===== src/rtl/adder_pipe_pkg.sv =====
// Shared constants and result type for the adder pipeline and its result collector.
//   ADD_WIDTH    : adder datapath width
//   ADD_LAT      : adder latency, operand capture edge to result capture edge
//   add_result_t : {cout, sum} as it leaves the adder
package adder_pipe_pkg;

  localparam int ADD_WIDTH = 32;
  localparam int ADD_LAT   = 4;

  typedef struct packed {
    logic                 cout;
    logic [ADD_WIDTH-1:0] sum;
  } add_result_t;

endpackage


===== src/rtl/adder_result_collector_fifo.sv =====
// result_fifo: show-ahead FIFO with an occupancy count.
// Ports:
//   clk, reset  : clock (rising edge), async active-high reset
//   wr_en       : write request; wr_data is stored when there is room
//   wr_data     : entry to store
//   rd_en       : pop the head entry (ignored when empty)
//   rd_data     : head entry, zero when empty
//   count       : number of stored entries
//   ovf_err     : sticky; set when a write is dropped because the FIFO is full
module result_fifo
  import adder_pipe_pkg::*;
#(
  parameter int  DEPTH = 8,
  parameter type T     = add_result_t,
  localparam int CW    = $clog2(DEPTH + 1)
) (
  input  logic          clk,
  input  logic          reset,
  input  logic          wr_en,
  input  T              wr_data,
  input  logic          rd_en,
  output T              rd_data,
  output logic [CW-1:0] count,
  output logic          ovf_err
);

  // A single-entry FIFO still needs a one-bit pointer; the explicit wrap in
  // ptr_inc keeps it pinned at zero in that case.
  localparam int PW = (DEPTH > 1) ? $clog2(DEPTH) : 1;

  T              mem [DEPTH];
  logic [PW-1:0] wr_ptr;
  logic [PW-1:0] rd_ptr;
  logic          empty;
  logic          full;
  logic          pop;
  logic          push;
  logic          drop;

  function automatic logic [PW-1:0] ptr_inc(input logic [PW-1:0] p);
    return (p == PW'(DEPTH - 1)) ? '0 : p + PW'(1);
  endfunction

  assign empty = (count == '0);
  assign full  = (count == CW'(DEPTH));
  assign pop   = rd_en && !empty;
  // A write into a full FIFO is fine when the same edge frees the head slot.
  assign push  = wr_en && (!full || pop);
  assign drop  = wr_en && full && !pop;

  // Gate the head so the output bus reads zero while nothing is stored.
  assign rd_data = empty ? '0 : mem[rd_ptr];

  always_ff @(posedge clk or posedge reset) begin
    if (reset) begin
      wr_ptr  <= '0;
      rd_ptr  <= '0;
      count   <= '0;
      ovf_err <= 1'b0;
    end else begin
      if (push) wr_ptr <= ptr_inc(wr_ptr);
      if (pop)  rd_ptr <= ptr_inc(rd_ptr);
      count <= count + CW'(push) - CW'(pop);
      if (drop) ovf_err <= 1'b1;
    end
  end

  always_ff @(posedge clk) begin
    if (push) mem[wr_ptr] <= wr_data;
  end

endmodule


===== src/rtl/adder_result_collector.sv =====
// adder_result_collector: gates operand issue into a fixed-latency adder that
// has no valid signal, tracks issued operations with a LAT-deep valid shadow,
// captures the emerging results and buffers them in a show-ahead FIFO.
// Issue is credit-limited so the FIFO cannot overflow under any backpressure.
// Ports:
//   clk, reset         : clock (rising edge), async active-high reset
//   in_valid, in_ready : operand issue handshake into the adder
//   res_sum, res_cout  : adder outputs
//   out_valid, out_ready, out_sum, out_cout : result stream to the consumer
//   count              : results currently buffered
//   ovf_err            : sticky; a capture found the FIFO full
module adder_result_collector
  import adder_pipe_pkg::*;
#(
  parameter int WIDTH = ADD_WIDTH,
  parameter int LAT   = ADD_LAT,
  parameter int DEPTH = 8
) (
  input  logic                         clk,
  input  logic                         reset,
  input  logic                         in_valid,
  output logic                         in_ready,
  input  logic [WIDTH-1:0]             res_sum,
  input  logic                         res_cout,
  output logic                         out_valid,
  input  logic                         out_ready,
  output logic [WIDTH-1:0]             out_sum,
  output logic                         out_cout,
  output logic [$clog2(DEPTH+1)-1:0]   count,
  output logic                         ovf_err
);

  localparam int CW = $clog2(DEPTH + 1);
  localparam int IW = $clog2(LAT + 1);
  localparam int SW = ((CW > IW) ? CW : IW) + 1;

  typedef struct packed {
    logic             cout;
    logic [WIDTH-1:0] sum;
  } result_t;

  logic [LAT-1:0] vld_sr;
  logic [IW-1:0]  inflight;
  logic [SW-1:0]  credit_used;
  logic           issue;
  logic           capture;
  result_t        wr_data;
  result_t        rd_data;

  // Credits depend only on registered state, so in_ready has no combinational
  // path from in_valid or out_ready.
  assign credit_used = SW'(count) + SW'(inflight);
  assign in_ready    = (credit_used < SW'(DEPTH));
  assign issue       = in_valid && in_ready;
  assign capture     = vld_sr[LAT-1];

  always_ff @(posedge clk or posedge reset) begin
    if (reset) begin
      vld_sr   <= '0;
      inflight <= '0;
    end else begin
      vld_sr[0] <= issue;
      for (int i = 1; i < LAT; i++) vld_sr[i] <= vld_sr[i-1];
      inflight <= inflight + IW'(issue) - IW'(capture);
    end
  end

  assign wr_data = '{cout: res_cout, sum: res_sum};

  result_fifo #(
    .DEPTH (DEPTH),
    .T     (result_t)
  ) u_fifo (
    .clk     (clk),
    .reset   (reset),
    .wr_en   (capture),
    .wr_data (wr_data),
    .rd_en   (out_ready),
    .rd_data (rd_data),
    .count   (count),
    .ovf_err (ovf_err)
  );

  assign out_valid = (count != '0);
  assign out_sum   = rd_data.sum;
  assign out_cout  = rd_data.cout;

  credit_bound: assert property (@(posedge clk) disable iff (reset)
    credit_used <= SW'(DEPTH));

endmodule

===== config.mk =====
export PLATFORM = sky130hd
export DESIGN_NAME = adder_result_collector
export DESIGN_NICKNAME = d
export VERILOG_FILES = /design/src/rtl/adder_pipe_pkg.sv /design/src/rtl/adder_result_collector_fifo.sv /design/src/rtl/adder_result_collector.sv
export SDC_FILE = /design/constraint.sdc
export NUM_CORES = 1
export LEC_CHECK = 0
export ABC_AREA = 1
export CORE_MARGIN = 2
export CORE_UTILIZATION = 68
export DETAILED_ROUTE_END_ITERATION = 10
export DONT_BUFFER_PORTS = 1
export GPL_TIMING_DRIVEN = 0
export PLACE_DENSITY = 0.84
export SYNTH_ARGS = -nofsm -noshare
export SYNTH_HDL_FRONTEND = slang
export SYNTH_SLANG_ARGS = --single-unit

===== constraint.sdc =====
create_clock -name clk -period 6.1 [get_ports clk]
set_input_delay 0.61 -clock clk [delete_from_list [all_inputs] [get_ports clk]]
set_output_delay 0.61 -clock clk [all_outputs]
set_load 0.02 [all_outputs]

Yosys cells after proc, flatten, opt, wreduce, memory -nomap -nowiden:

Memories as Yosys holds them, arrays and structs flattened.
Index checks and enable logic that the tools add are counted.

* output and inout bits: 40
* register bits after elaboration: 18
* RAM bits: 264
* memories: 1
* bits of input ports: 37
* logic and storage cells: 34

Memory list
* u_fifo.mem: words 8, width 33, rd ports 1, clocked after memory_dff 0, write ports 1, line adder_result_collector_fifo.sv:31 `T mem [DEPTH];`

* add/subtract/negate cells: 7
* reductions and logical operators: 11
* multiplexer cells: 5
* order comparisons: 1
* equal/unequal tests: 3

Operators with widths (count)
* two-way mux 33 bit: 1
* adder 3 x 1 -> 3 bit, second input constant: 2
* == test 3 bit, second input constant: 2
* two-way mux 3 bit: 2
* adder 4 x 3 -> 5 bit: 1
* logical AND 1 bit: 5
* < comparator 5 x 4 -> 1 bit, second input constant: 1
* adder 4 x 1 -> 4 bit: 1
* == test 4 bit, second input constant: 1
* logical NOT 4 bit: 1
* nonzero test 4 bit: 1
* subtractor 4 x 1 -> 4 bit: 1
* adder 3 x 1 -> 3 bit: 1
* logical NOT 1 bit: 3
* subtractor 3 x 1 -> 3 bit: 1
* two-way mux 1 bit: 2
* logical OR 1 bit: 1

Depth between registers and ports, before layout:

* depth after elaboration: 7
* gate-level depth with buffers: 12
* mapped depth without buffers: 12

Modules after synthesis:

A second synthesis with hierarchy kept.

* cell total of the unflattened synthesis: 1266
* area total of the unflattened synthesis: 12582.1 µm²

By module, submodules not included
* result_fifo: area an instance 12240.5 µm², times used 1, sequential area each 8202.9 µm², cells an instance 1231
* adder_result_collector: area an instance 341.6 µm², times used 1, sequential area each 175.2 µm², cells an instance 35

Worst setup path after synthesis:

No wires, ideal clock.

* path type: flip-flop to flip-flop
* from: reg u_fifo.count[2]
* to: mem u_fifo.mem[0][0] (netlist bit), enable pin
* buffers on the path: 1
* required time: 5677 ps
* stages on the path, launching flop included: 9
* path slack: 2949 ps
* period minus slack after synthesis: 3151 ps
* arrival: 2728 ps
* path through: dfrtp_1 inv_1 ha_1 nand3_4 nand2_1 nand2_2 nand2_1 buf_4 nor2_1

* cells in the longest elaborated chain, start to end: 7
* elaborated cells on any way between the ends: 9
* those cells by class: 1 x eq/ne; 2 x mux; 6 x reduce/logical

Ends and longest elaborated chain
* from (decl): line adder_result_collector_fifo.sv:23 `output logic [CW-1:0] count,`
* from (signal assigned): line adder_result_collector_fifo.sv:63 `count <= count + CW'(push) - CW'(pop);`
* logical NOT 4 bit: line adder_result_collector_fifo.sv:44 `assign empty = (count == '0);`
* logical NOT 1 bit: line adder_result_collector_fifo.sv:46 `assign pop = rd_en && !empty;`
* logical AND 1 bit: line adder_result_collector_fifo.sv:46
* logical OR 1 bit (*): line adder_result_collector_fifo.sv:48 `assign push = wr_en && (!full || pop);`
* logical AND 1 bit (*): line adder_result_collector_fifo.sv:48
* two-way mux 1 bit (*): line adder_result_collector_fifo.sv:69 `if (push) mem[wr_ptr] <= wr_data;`
* two-way mux 1 bit (not written as such) (*): line adder_result_collector_fifo.sv:69
* to (decl): line adder_result_collector_fifo.sv:31

Mark *: on every way between the ends. The rest lies on a longest branch, timed or not.

Worst setup path in the final report:

* from: reg u_fifo.count[2]
* to: out out_sum[23]

* cells in the longest elaborated chain, start to end: 2

Ends and longest elaborated chain
* logical NOT 4 bit: line adder_result_collector_fifo.sv:44
* two-way mux 33 bit: line adder_result_collector_fifo.sv:52 `assign rd_data = empty ? '0 : mem[rd_ptr];`
* to (decl): line adder_result_collector.sv:27 `output logic [WIDTH-1:0] out_sum,`

No other way between the ends.

==> results.cfg <==
[outcome]
status = finished clean

[synth]
ys.flop_type = edfxtp_1
synth_cell_type_count = 23
synth_area_um2 = 12560
syn_inst = 1256
async_flop_share_pct = 6.383
synth_top_area_share_pct = 63.10
synthesis.nets = 1309
synth_edf_count = 264
synthTopCellsByArea = edfxtp_1, nand2_1, inv_1, nand3_1, dfrtp_1
synth_top_area_cell = edfxtp_1
seq_area_frac_synth_pct = 66.69
ys_ff_latch = 282
synth_warnings = 0
syn_area_per_cell_um2 = 10.00

[finish]
layout.cells.non_filler = 1543
seq_area_um2 = 8378
fillerInstances = 1082
multi_input_area_um2 = 2863
antenna_cells = 0
final_util_pct = 77.41
areaGrowthSynthToFinish_pct = 11.05
nets = 1346
design_area_um2 = 13950
layout-drive-gt1-share_pct = 7.002

[global_routing]
grt_max_degree = 26
grt_pass1_wl_mm = 44.51
grt_antenna_before_repair = 0
grt_overflow = 0
grt_pass1_vias = 8695
track_usage_pct = 29.67

[place]
finalWeightedCongestion = 0.7803
hpwlAfterDp_mm = 18.00
placed_area_um2 = 13100
placedCellCount = 1493
io_buffers = 0

[pwr]
total_leakage_power_nw = 6.374
p_seq_share_pct = 37.1
ir_worst_vdd_v = 0.0003832
combPwrFrac_pct = 38.2
switchingPower_mw = 2.615
switching_share_pct = 39.94
powerDensity_nw_per_um2 = 469.2
intPower_mw = 3.932
clkPwrFrac_pct = 24.7

[cts]
cts_made_buffers = 27
holdBufCountCts = 0
cts_tree = yes
cts_setup_buffers = 0
clockBufferDepth = 3
clock_latency_ps = 540
cts-resized-gates = 0
cts.sinks = 282
cts_htree_levels = 1
cts_root_buf = clkbuf_16
clk_pin_slew_ps = 60

[floorplanning]
row_count = 49
start_util_pct = 69.70
io_pins = 77
die_h_um = 139.9
die_w_um = 139.9
core-area_um2 = 18020
dieArea_um2 = 19580

[worst_hold_path]
hold_path.class = in -> async

[sta]
finClkSkew_ps = 15.70
rsz0062_at_grt = no
hold_viol_final = 0
period_needed_ps = 3474
setup_viol = 0
slew_violations = 0
slew_headroom_pct = 40.83
fin_tns_setup_ps = 0
final.period_utilization_pct = 56.95
worst_pin_slew_ps = 887.5
hold_ws_ps = 98.87
fmax_mhz = 287.9

[critical_path]
critPathCaptureType = output port
worst-path-buf-inv = 2
worstSetupPathType = reg -> out
critPathMaxFanout = 10
crit_family = buffers and inverters
cp_cell_sequence = inv_1, ha_1, nand3_4, clkbuf_1, nand2_1, nor2_1
required_ps = 5490
critPathLaunchType = flop
cpPeakStageDelay_ps = 690
crit_arrival_ps = 2860
crit_path_top_delay_cell = clkbuf_1

[route]
wl_per_cell_um = 18.75
first_pass_iters = 7
drt-initial-drc-count = 1001
via_per_inst = 5.601
drc = 0
finalWirelength_mm = 28.93
vias = 8643
antenna_left = 0

[flow_run]
maxCapViolCount = 0
[synthesized netlist by cell type, types with 2 or more instances]
| master | instances |
|---|---|
| inv_2 | 3 |
| nand2_1 | 349 |
| edfxtp_1 | 264 |
| ha_1 | 14 |
| inv_1 | 284 |
| nor2_1 | 78 |
| buf_4 | 3 |
| fa_1 | 2 |
| o21ai_0 | 2 |
| buf_2 | 25 |
| clkbuf_1 | 12 |
| dfrtp_1 | 18 |
| buf_6 | 8 |
| nand3_1 | 178 |
| xnor2_1 | 3 |
| buf_1 | 6 |
[per-stage QoR]
step	total power, mW	setup slack, ps
2_1_floorplan	4.203	2949
3_3_place_gp	4.765	1524
3_5_place_dp	4.921	3241
4_1_cts	6.539	2605
5_1_grt	6.866	2491
6_report	6.546	2626
[state kept, by name, summed over array words and instances, names as in the netlist]
register	count
u_fifo.wr_ptr	3
inflight	3
vld_sr	4
u_fifo.rd_ptr	3
u_fifo.count	4
u_fifo.mem	264
u_fifo.ovf_err	1
[area by class of cell]
cell class / count / share of cell area (%)
Timing Repair Buffer: 8 / 1.363
Clock inverter: 11 / 0.7264
Tap cell: 229 / 2.054
Multi-Input combinational cell: 633 / 20.52
Inverter: 287 / 7.721
Buffer: 54 / 2.188
Clock buffer: 39 / 5.381
Sequential cell: 282 / 60.05
[cells in the final DEF, fill, tap and decap left out, types with 6 or more instances in the layout]
cell type | netlist | layout
clkbuf_1 | 12 | 21
clkbuf_16 | 0 | 27
edfxtp_1 | 264 | 264
nor2_1 | 78 | 70
inv_1 | 284 | 284
clkinv_1 | 0 | 6
dfrtp_1 | 18 | 18
ha_1 | 14 | 14
buf_2 | 25 | 25
nor2_4 | 0 | 8
buf_6 | 8 | 8
nand2_1 | 349 | 349
buf_1 | 6 | 6
nand3_1 | 178 | 178
[cell families (layout without fill, tap and decap cells)]
family	count (synthesis)	after routing	synth area share [%]
and+or+nand+nor	609	609	20.14
buffers and inverters	341	399	11.00
DFF	282	282	66.69
adders and majority gates	16	16	1.713
AOI/OAI and AO/OA	4	4	0.1793
xor gates and xnor gates	4	4	0.2789
[power groups by stage]
stage | sequential, mW | combinational [mW] | clock [mW]
global route | 2.44 | 2.73 | 1.70
CTS | 2.43 | 2.49 | 1.62
global placement | 2.47 | 2.30 | 0
finish | 2.43 | 2.50 | 1.62
detailed placement | 2.46 | 2.46 | 0
floorplan | 2.44 | 1.76 | 0
[final timing paths]
check	slack (ps)	endpoint	cells after the start	start
max in group asynchronous	5510	u_fifo.rd_ptr[1]	1	reset
worst max-delay path	2630	out_sum[23]	6	u_fifo.count[2]
worst max register to register	3320	u_fifo.mem[6][15]	9	u_fifo.count[2]
min in group clk	160	u_fifo.mem[4][30]	0	res_sum[30]
worst min-delay path	100	u_fifo.rd_ptr[2]	1	reset
worst min register to register	350	vld_sr[1]	0	vld_sr[0]
[layer usage]
| layer | GRT usage [%] | vias to the layer above | part of all wire, % |
|---|---|---|---|
| li1 | - | 4000 | - |
| met4 | 13.32 | 0 | 3.7 |
| met5 | 0 | - | 0 |
| met2 | 50.04 | 508 | 50 |
| met3 | 5.709 | 105 | 10 |
| met1 | 37.89 | 4030 | 36 |
No activity file was read; power rests on OpenSTA's default activity.
